===== src/rtl/atm_pkg.sv =====
`default_nettype none
// ============================================================================
// Module   : atm_pkg
// Brief    : Shared state encoding and constants for the ATM controller.
// Revision : 1.0 - initial release
// ============================================================================
package atm_pkg;

    typedef enum logic [2:0] {
        ST_IDLE           = 3'd0,
        ST_RECIBIENDO_PIN = 3'd1,
        ST_VERIFICAR      = 3'd2,
        ST_TRANSACCION    = 3'd3,
        ST_BLOQUEO        = 3'd4
    } state_t;

    localparam int   PIN_DIGITS    = 4;
    localparam int   MAX_INTENTOS  = 3;
    localparam logic TIPO_DEPOSITO = 1'b0;
    localparam logic TIPO_RETIRO   = 1'b1;

endpackage
`default_nettype wire


===== src/rtl/atm_pin_capture.sv =====
`default_nettype none
// ============================================================================
// Module   : atm_pin_capture
// Brief    : Keypad strobe edge detect, PIN shift register and digit counter.
// Revision : 1.0 - initial release
// ============================================================================
module atm_pin_capture
    import atm_pkg::*;
(
    input  logic        clk,
    input  logic        reset,
    input  logic        i_enable,
    input  logic        i_clear,
    input  logic        i_digito_stb,
    input  logic [3:0]  i_digito,
    output logic [15:0] o_pin,
    output logic        o_last
);

    localparam int                 CNT_W  = $clog2(PIN_DIGITS);
    localparam logic [CNT_W-1:0]   C_LAST = CNT_W'(PIN_DIGITS - 1);

    logic             r_stb_prev;
    logic [15:0]      r_pin;
    logic [CNT_W-1:0] r_count;
    logic             w_accept;

    // The previous strobe level is tracked in every state so a strobe held
    // across entry into PIN capture is not mistaken for a fresh press.
    assign w_accept = i_enable & i_digito_stb & ~r_stb_prev;

    always_ff @(posedge clk or posedge reset) begin
        if (reset) begin
            r_stb_prev <= 1'b0;
            r_pin      <= 16'h0000;
            r_count    <= '0;
        end else begin
            r_stb_prev <= i_digito_stb;
            if (i_clear) begin
                r_count <= '0;
            end else if (w_accept) begin
                r_pin   <= {r_pin[11:0], i_digito};
                r_count <= r_count + 1'b1;
            end
        end
    end

    assign o_pin  = r_pin;
    assign o_last = w_accept && (r_count == C_LAST);

endmodule
`default_nettype wire


===== src/rtl/atm_controller.sv =====
`default_nettype none
// ============================================================================
// Module   : atm_controller
// Brief    : ATM session FSM: PIN check with lockout, deposit and withdrawal.
//            Define PIN_DEBUG_EN to expose the live PIN shift register on pin.
// Revision : 1.0 - initial release
// ============================================================================
module atm_controller
    import atm_pkg::*;
(
    input  logic        clk,
    input  logic        reset,
    input  logic        tarjeta_recibida,
    input  logic        digito_stb,
    input  logic [3:0]  digito,
    input  logic [15:0] pin_correcto,
    input  logic        tipo_trans,
    input  logic [31:0] monto,
    input  logic [63:0] balance_inicial,
    output logic        pin_incorrecto,
    output logic        advertencia,
    output logic        bloqueo,
    output logic        balance_stb,
    output logic        entregar_dinero,
    output logic        fondos_insuficientes,
    output logic [63:0] balance_actualizado,
    output logic [15:0] pin
);

    state_t      r_state;
    logic [1:0]  r_intentos;
    logic [63:0] r_balance;
    logic        r_pin_incorrecto;
    logic        r_advertencia;
    logic        r_bloqueo;
    logic        r_balance_stb;
    logic        r_entregar;
    logic        r_fondos;

    logic        w_enable;
    logic        w_clear;
    logic        w_last;
    logic [15:0] w_pin;
    logic [1:0]  w_intentos_next;
    logic [63:0] w_monto_ext;

    assign w_enable        = (r_state == ST_RECIBIENDO_PIN) && tarjeta_recibida;
    assign w_clear         = ((r_state == ST_IDLE) && tarjeta_recibida) ||
                             (((r_state == ST_RECIBIENDO_PIN) ||
                               (r_state == ST_VERIFICAR)) && !tarjeta_recibida);
    assign w_intentos_next = r_intentos + 2'd1;
    assign w_monto_ext     = {32'b0, monto};

    atm_pin_capture u_pin_capture (
        .clk          (clk),
        .reset        (reset),
        .i_enable     (w_enable),
        .i_clear      (w_clear),
        .i_digito_stb (digito_stb),
        .i_digito     (digito),
        .o_pin        (w_pin),
        .o_last       (w_last)
    );

    always_ff @(posedge clk or posedge reset) begin
        if (reset) begin
            r_state          <= ST_IDLE;
            r_intentos       <= 2'd0;
            r_balance        <= 64'd0;
            r_pin_incorrecto <= 1'b0;
            r_advertencia    <= 1'b0;
            r_bloqueo        <= 1'b0;
            r_balance_stb    <= 1'b0;
            r_entregar       <= 1'b0;
            r_fondos         <= 1'b0;
        end else begin
            r_pin_incorrecto <= 1'b0;
            r_balance_stb    <= 1'b0;
            r_entregar       <= 1'b0;
            r_fondos         <= 1'b0;
            case (r_state)
                ST_IDLE: begin
                    if (tarjeta_recibida) begin
                        r_balance <= balance_inicial;
                        r_state   <= ST_RECIBIENDO_PIN;
                    end
                end
                ST_RECIBIENDO_PIN: begin
                    if (!tarjeta_recibida) begin
                        r_state <= ST_IDLE;
                    end else if (w_last) begin
                        r_state <= ST_VERIFICAR;
                    end
                end
                ST_VERIFICAR: begin
                    if (!tarjeta_recibida) begin
                        r_state <= ST_IDLE;
                    end else if (w_pin == pin_correcto) begin
                        r_intentos    <= 2'd0;
                        r_advertencia <= 1'b0;
                        r_state       <= ST_TRANSACCION;
                    end else begin
                        r_intentos <= w_intentos_next;
                        if (w_intentos_next == 2'(MAX_INTENTOS)) begin
                            r_bloqueo <= 1'b1;
                            r_state   <= ST_BLOQUEO;
                        end else begin
                            r_pin_incorrecto <= 1'b1;
                            if (w_intentos_next == 2'(MAX_INTENTOS - 1)) begin
                                r_advertencia <= 1'b1;
                            end
                            r_state <= ST_RECIBIENDO_PIN;
                        end
                    end
                end
                ST_TRANSACCION: begin
                    if (tipo_trans == TIPO_DEPOSITO) begin
                        r_balance     <= r_balance + w_monto_ext;
                        r_balance_stb <= 1'b1;
                    end else if (w_monto_ext <= r_balance) begin
                        r_balance     <= r_balance - w_monto_ext;
                        r_balance_stb <= 1'b1;
                        r_entregar    <= 1'b1;
                    end else begin
                        r_fondos <= 1'b1;
                    end
                    r_state <= ST_IDLE;
                end
                ST_BLOQUEO: begin
                    r_bloqueo <= 1'b1;
                end
                default: begin
                    r_state <= ST_IDLE;
                end
            endcase
        end
    end

    assign pin_incorrecto       = r_pin_incorrecto;
    assign advertencia          = r_advertencia;
    assign bloqueo              = r_bloqueo;
    assign balance_stb          = r_balance_stb;
    assign entregar_dinero      = r_entregar;
    assign fondos_insuficientes = r_fondos;
    assign balance_actualizado  = r_balance;

`ifdef PIN_DEBUG_EN
    assign pin = w_pin;
`else
    assign pin = 16'h0000;
`endif

endmodule
`default_nettype wire


===== config.mk =====
export PLATFORM = sky130hd
export DESIGN_NAME = atm_controller
export DESIGN_NICKNAME = d
export VERILOG_FILES = /design/src/rtl/atm_pkg.sv /design/src/rtl/atm_pin_capture.sv /design/src/rtl/atm_controller.sv
export SDC_FILE = /design/constraint.sdc
export NUM_CORES = 1
export LEC_CHECK = 0
export CORE_MARGIN = 5
export CORE_UTILIZATION = 35
export CTS_CLUSTER_SIZE = 20
export DETAILED_ROUTE_END_ITERATION = 8
export DONT_BUFFER_PORTS = 1
export GPL_ROUTABILITY_DRIVEN = 0
export HOLD_SLACK_MARGIN = 0.02
export PLACE_DENSITY = 0.53
export SLEW_MARGIN = 10
export SYNTH_ARGS = -nofsm -noshare
export SYNTH_HDL_FRONTEND = slang
export SYNTH_SLANG_ARGS = --single-unit

===== constraint.sdc =====
create_clock -name clk -period 3.7 [get_ports clk]
set_input_delay 0.37 -clock clk [delete_from_list [all_inputs] [get_ports clk]]
set_output_delay 0.37 -clock clk [all_outputs]
set_load 0.02 [all_outputs]

==> flow_summary.json <==
{
  "final_max_slew_viol_count": 0,
  "worst-path-max-fanout": 9,
  "pin_count_of_the_biggest_net_entering_global_routing": 90,
  "drt-vias-per-instance": 5.99,
  "ctsLongestPathBuffers": 2,
  "placedCellCount": 1731,
  "vias": 10483,
  "pint_mw": 2.44,
  "worst_clock_skew_on_the_final_layout_ns": 0.0136,
  "cp_top_family": "compound AO/OA/AOI/OAI gates",
  "ant_nets": 0,
  "global_route.overflow_total": 0,
  "cts_hold_buffers": 0,
  "finalWorstSetupSlack_ns": 0.153,
  "initial_antenna_violation_count": 3,
  "hpwl_um": 30200,
  "postPlaceCellArea_um2": 10700,
  "p_sw_frac": 0.446,
  "power.leakage_nw": 4.57,
  "critical_path_data_required_time_ns": 3.95,
  "timing.fmax_mhz": 282,
  "final_nets": 1557,
  "layoutNonFillerInstCount": 1751,
  "yosys_warnings": 0,
  "hold-worst-slack_ns": 0.0339,
  "critical_path_endpoint_category": "flip-flop",
  "synthArstFlopShare": 1.00,
  "finalSetupTns_ns": 0,
  "hold_path_end": "u_pin_capture.r_stb_prev",
  "dieWidth_um": 179,
  "core_area_um2": 28000,
  "min_path_type": "input pin to flip-flop",
  "synth-seq-cells": 94,
  "status": "finished, final reports clean",
  "dr.pass1.iters": 7,
  "cts.reportedPaths.clkPinSlew_ns": 0.08,
  "cts_tree": "done",
  "max-vdd-ir-drop_mv": 0.239,
  "initial_cell_density_of_the_core": 0.356,
  "final_core_util": 0.394,
  "unrepaired_setup_endpoints_after_global_routing": "false",
  "wl_met2_um": 16400,
  "share_of_cells_above_drive_strength_1": 0.111,
  "ioPinCount": 207,
  "finalSetupViolCount": 0,
  "count_of_flip_flops_with_a_built_in_enable_after_synthesis": 0,
  "max_capacitance_violation_count": 0,
  "power_mw": 4.41,
  "final_cell_area_um2": 11000,
  "cts.sink_count": 94,
  "nFillCells": 2964,
  "area_growth_pct": 10.6,
  "timing.setup.critical_path_class": "flip-flop to flip-flop",
  "power.share.clock": 0.218,
  "netlist_instances": 1347,
  "cts-buffers-inserted": 9,
  "cts_root_cell": "sky130_fd_sc_hd__clkbuf_16",
  "library_cell_appearing_most_often_on_the_critical_path": "sky130_fd_sc_hd__o21ai_0",
  "sequential_power_share": 0.332,
  "report.final.hold_viol_count": 0,
  "worstSkewPairLatency_ns": 0.36,
  "period_share": 0.959,
  "share_of_synthesized_area_occupied_by_flip_flops_and_latches": 0.236,
  "syn-cell-area_um2": 9980,
  "grt_pass1_vias": 9950,
  "placement.io_buffers": 0,
  "row_count": 61,
  "wl_um": 38800,
  "highest-signal-layer": "met5",
  "holdCritStartpoint": "digito_stb",
  "cts-htree-levels": 3,
  "cp_num_buf_inv": 0,
  "pre_cts_ws_ns": 0.121,
  "timing.reg2reg.worst_path_depth": 11,
  "postSynth.topFlopCell": "sky130_fd_sc_hd__dfrtp_1",
  "list_of_cells_traversed_by_the_critical_path": "ha_1, o21ai_0, nor2_1, o31a_1, o21ai_0, a21oi_1, o21ai_0, o21ai_0, o32ai_1, a31oi_1, a2bb2oi_1",
  "met1Wirelength_um": 16500,
  "yosys.cell_types.count": 91,
  "tightest_slew_ns": 1.00,
  "initialDrtViolationCount": 1110,
  "worst_setup_path_start_kind": "flip-flop",
  "cp.arrival_ns": 3.80,
  "r2r_setup_slk_ns": 0.15,
  "min_path_cells": 0,
  "total_routing_usage_reported_by_global_routing": 0.233,
  "avgRoutedWirePerCell_um": 22.1,
  "switchingPower_mw": 1.97,
  "slowest_stage": "sky130_fd_sc_hd__dfrtp_1",
  "comb_power_share": 0.450,
  "floorplan.die_area_um2": 32000,
  "pwr_density_cell_nw_per_um2": 399,
  "grt_first_pass_wirelength_um": 58300,
  "drc_errors": 0,
  "maxSlewHeadroom": 0.331,
  "floorplan.die.height_um": 179,
  "worst_path_largest_cell_delay_ns": 0.50,
  "met3_length_um": 4920,
  "final_critical_path_required_period_ns": 3.55,
  "synth.avg_cell_area_um2": 7.41,
  "worst_r2r_endpoint": "balance_actualizado[47]",
  "regToRegStartpoint": "balance_actualizado[4]"
}
==> worst max path at each step <==
stage                                start                      end  slack, ns  depth (start not counted)
floorplan           balance_actualizado[0]  balance_actualizado[46]       0.43                         13
global placement    balance_actualizado[1]  balance_actualizado[42]       0.16                         12
detailed placement  balance_actualizado[0]  balance_actualizado[42]       0.12                         13
CTS                 balance_actualizado[1]  balance_actualizado[42]       0.10                         12
global route        balance_actualizado[0]  balance_actualizado[58]      0.002                         15
finish              balance_actualizado[4]  balance_actualizado[47]       0.15                         11
==> registers in the layout (all words and copies together) (netlist names) <==
register / flops
balance_actualizado: 64
u_pin_capture.o_pin: 16
r_state: 3
r_intentos: 2
u_pin_capture.r_count: 2
advertencia: 1
balance_stb: 1
bloqueo: 1
entregar_dinero: 1
fondos_insuficientes: 1
pin_incorrecto: 1
u_pin_capture.r_stb_prev: 1
==> area by class of cell <==
type / count / area, um^2 / area share
multi-input cells: 1094 / 6940 / 0.629
flip-flops and latches: 94 / 2350 / 0.213
repair buffers: 85 / 679 / 0.0616
well taps: 378 / 473 / 0.0428
inverters: 83 / 314 / 0.0285
clock buffers: 12 / 246 / 0.0223
clock inverters: 4 / 30.0 / 0.00272
diodes: 1 / 2.50 / 0.000227
==> routing by layer <==
metal  vias up  global-route usage
li1       4915                   -
met1      4961               0.315
met2       539               0.348
met3        64              0.0860
met4         4              0.0640
met5         -                   0
==> synth_stat cells (6+ instances only) <==
| library cell | instances | share of area |
|---|---|---|
| sky130_fd_sc_hd__a2bb2oi_1 | 19 | 0.017 |
| sky130_fd_sc_hd__buf_2 | 10 | 0.0050 |
| sky130_fd_sc_hd__xnor2_1 | 38 | 0.033 |
| sky130_fd_sc_hd__and2_1 | 11 | 0.0069 |
| sky130_fd_sc_hd__a211oi_1 | 9 | 0.0068 |
| sky130_fd_sc_hd__nor2b_1 | 16 | 0.010 |
| sky130_fd_sc_hd__o31ai_1 | 12 | 0.0090 |
| sky130_fd_sc_hd__clkbuf_1 | 53 | 0.020 |
| sky130_fd_sc_hd__nor3_1 | 47 | 0.024 |
| sky130_fd_sc_hd__or2_2 | 9 | 0.0056 |
| sky130_fd_sc_hd__nand4_1 | 34 | 0.021 |
| sky130_fd_sc_hd__inv_1 | 81 | 0.030 |
| sky130_fd_sc_hd__o21ai_0 | 98 | 0.049 |
| sky130_fd_sc_hd__a21oi_1 | 115 | 0.058 |
| sky130_fd_sc_hd__o31a_1 | 9 | 0.0079 |
| sky130_fd_sc_hd__buf_4 | 16 | 0.012 |
| sky130_fd_sc_hd__nand3_1 | 45 | 0.023 |
| sky130_fd_sc_hd__o21bai_1 | 11 | 0.0083 |
| sky130_fd_sc_hd__nand2b_1 | 12 | 0.0075 |
| sky130_fd_sc_hd__a21o_1 | 16 | 0.012 |
| sky130_fd_sc_hd__nor2_1 | 124 | 0.047 |
| sky130_fd_sc_hd__a31oi_1 | 27 | 0.017 |
| sky130_fd_sc_hd__o21a_1 | 6 | 0.0045 |
| sky130_fd_sc_hd__xor2_1 | 6 | 0.0053 |
| sky130_fd_sc_hd__nand2_1 | 138 | 0.052 |
| sky130_fd_sc_hd__ha_1 | 67 | 0.084 |
| sky130_fd_sc_hd__and3_1 | 15 | 0.0094 |
| sky130_fd_sc_hd__nor4_1 | 21 | 0.013 |
| sky130_fd_sc_hd__mux2_2 | 16 | 0.018 |
| sky130_fd_sc_hd__or4_1 | 6 | 0.0045 |
| sky130_fd_sc_hd__clkbuf_8 | 6 | 0.0083 |
| sky130_fd_sc_hd__or3_1 | 11 | 0.0069 |
| sky130_fd_sc_hd__o211ai_1 | 15 | 0.011 |
| sky130_fd_sc_hd__o22ai_1 | 22 | 0.014 |
| sky130_fd_sc_hd__dfrtp_1 | 94 | 0.24 |
| sky130_fd_sc_hd__mux2i_1 | 17 | 0.017 |
==> cells by family after synthesis <==
group / after synthesis / share of synthesized area
simple gates: 511 / 0.249
xor+xnor: 44 / 0.0386
flops: 94 / 0.236
mux: 33 / 0.0351
buf+inv: 174 / 0.0800
compound gates: 421 / 0.273
other cells: 1 / 0.000376
fa+ha+maj: 69 / 0.0880
==> power by group through the flow <==
stage                     clock (mW)  sequential [mW]  combinational (mW)
final                          0.962             1.46                1.98
after global routing            1.01             1.49                2.16
after CTS                      0.978             1.46                1.94
after detailed placement           0             1.48                1.93
after global placement             0             1.48                1.93
after floorplan                    0             1.46                1.34
==> worst register-to-register path, cell delays in order (launching register included) <==
cell and delay (ns):
sky130_fd_sc_hd__dfrtp_1 0.50, sky130_fd_sc_hd__ha_1 0.45, sky130_fd_sc_hd__o21ai_0 0.21, sky130_fd_sc_hd__nor2_1 0.06
sky130_fd_sc_hd__o31a_1 0.14, sky130_fd_sc_hd__o21ai_0 0.33, sky130_fd_sc_hd__a21oi_1 0.22, sky130_fd_sc_hd__o21ai_0 0.50
sky130_fd_sc_hd__o21ai_0 0.29, sky130_fd_sc_hd__o32ai_1 0.43, sky130_fd_sc_hd__a31oi_1 0.13, sky130_fd_sc_hd__a2bb2oi_1 0.17
==> repair_timing <==
action,in CTS,in global routing
resized for setup,0,4
setup endpoints to repair,0,35
buffers inserted,0,3
==> cell usage in the layout (no fill, tap or decap), types with 12 or more instances in the layout <==
cell | Yosys | layout
sky130_fd_sc_hd__a2bb2oi_1 | 19 | 19
sky130_fd_sc_hd__ha_1 | 67 | 67
sky130_fd_sc_hd__nand3_1 | 45 | 45
sky130_fd_sc_hd__a21oi_1 | 115 | 115
sky130_fd_sc_hd__inv_1 | 81 | 80
sky130_fd_sc_hd__xnor2_1 | 38 | 38
sky130_fd_sc_hd__and3_1 | 15 | 15
sky130_fd_sc_hd__nor4_1 | 21 | 21
sky130_fd_sc_hd__dfrtp_1 | 94 | 94
sky130_fd_sc_hd__nand2b_1 | 12 | 12
sky130_fd_sc_hd__a31oi_1 | 27 | 27
sky130_fd_sc_hd__nor2b_1 | 16 | 15
sky130_fd_sc_hd__o22ai_1 | 22 | 22
sky130_fd_sc_hd__o211ai_1 | 15 | 15
sky130_fd_sc_hd__o21ai_0 | 98 | 98
sky130_fd_sc_hd__conb_1 | 1 | 16
sky130_fd_sc_hd__nor3_1 | 47 | 47
sky130_fd_sc_hd__mux2_2 | 16 | 16
sky130_fd_sc_hd__nand2_1 | 138 | 138
sky130_fd_sc_hd__buf_4 | 16 | 81
sky130_fd_sc_hd__a21o_1 | 16 | 16
sky130_fd_sc_hd__mux2i_1 | 17 | 17
sky130_fd_sc_hd__nand4_1 | 34 | 34
sky130_fd_sc_hd__nor2_1 | 124 | 123
Note: power is estimated with default switching activity, not from simulation.
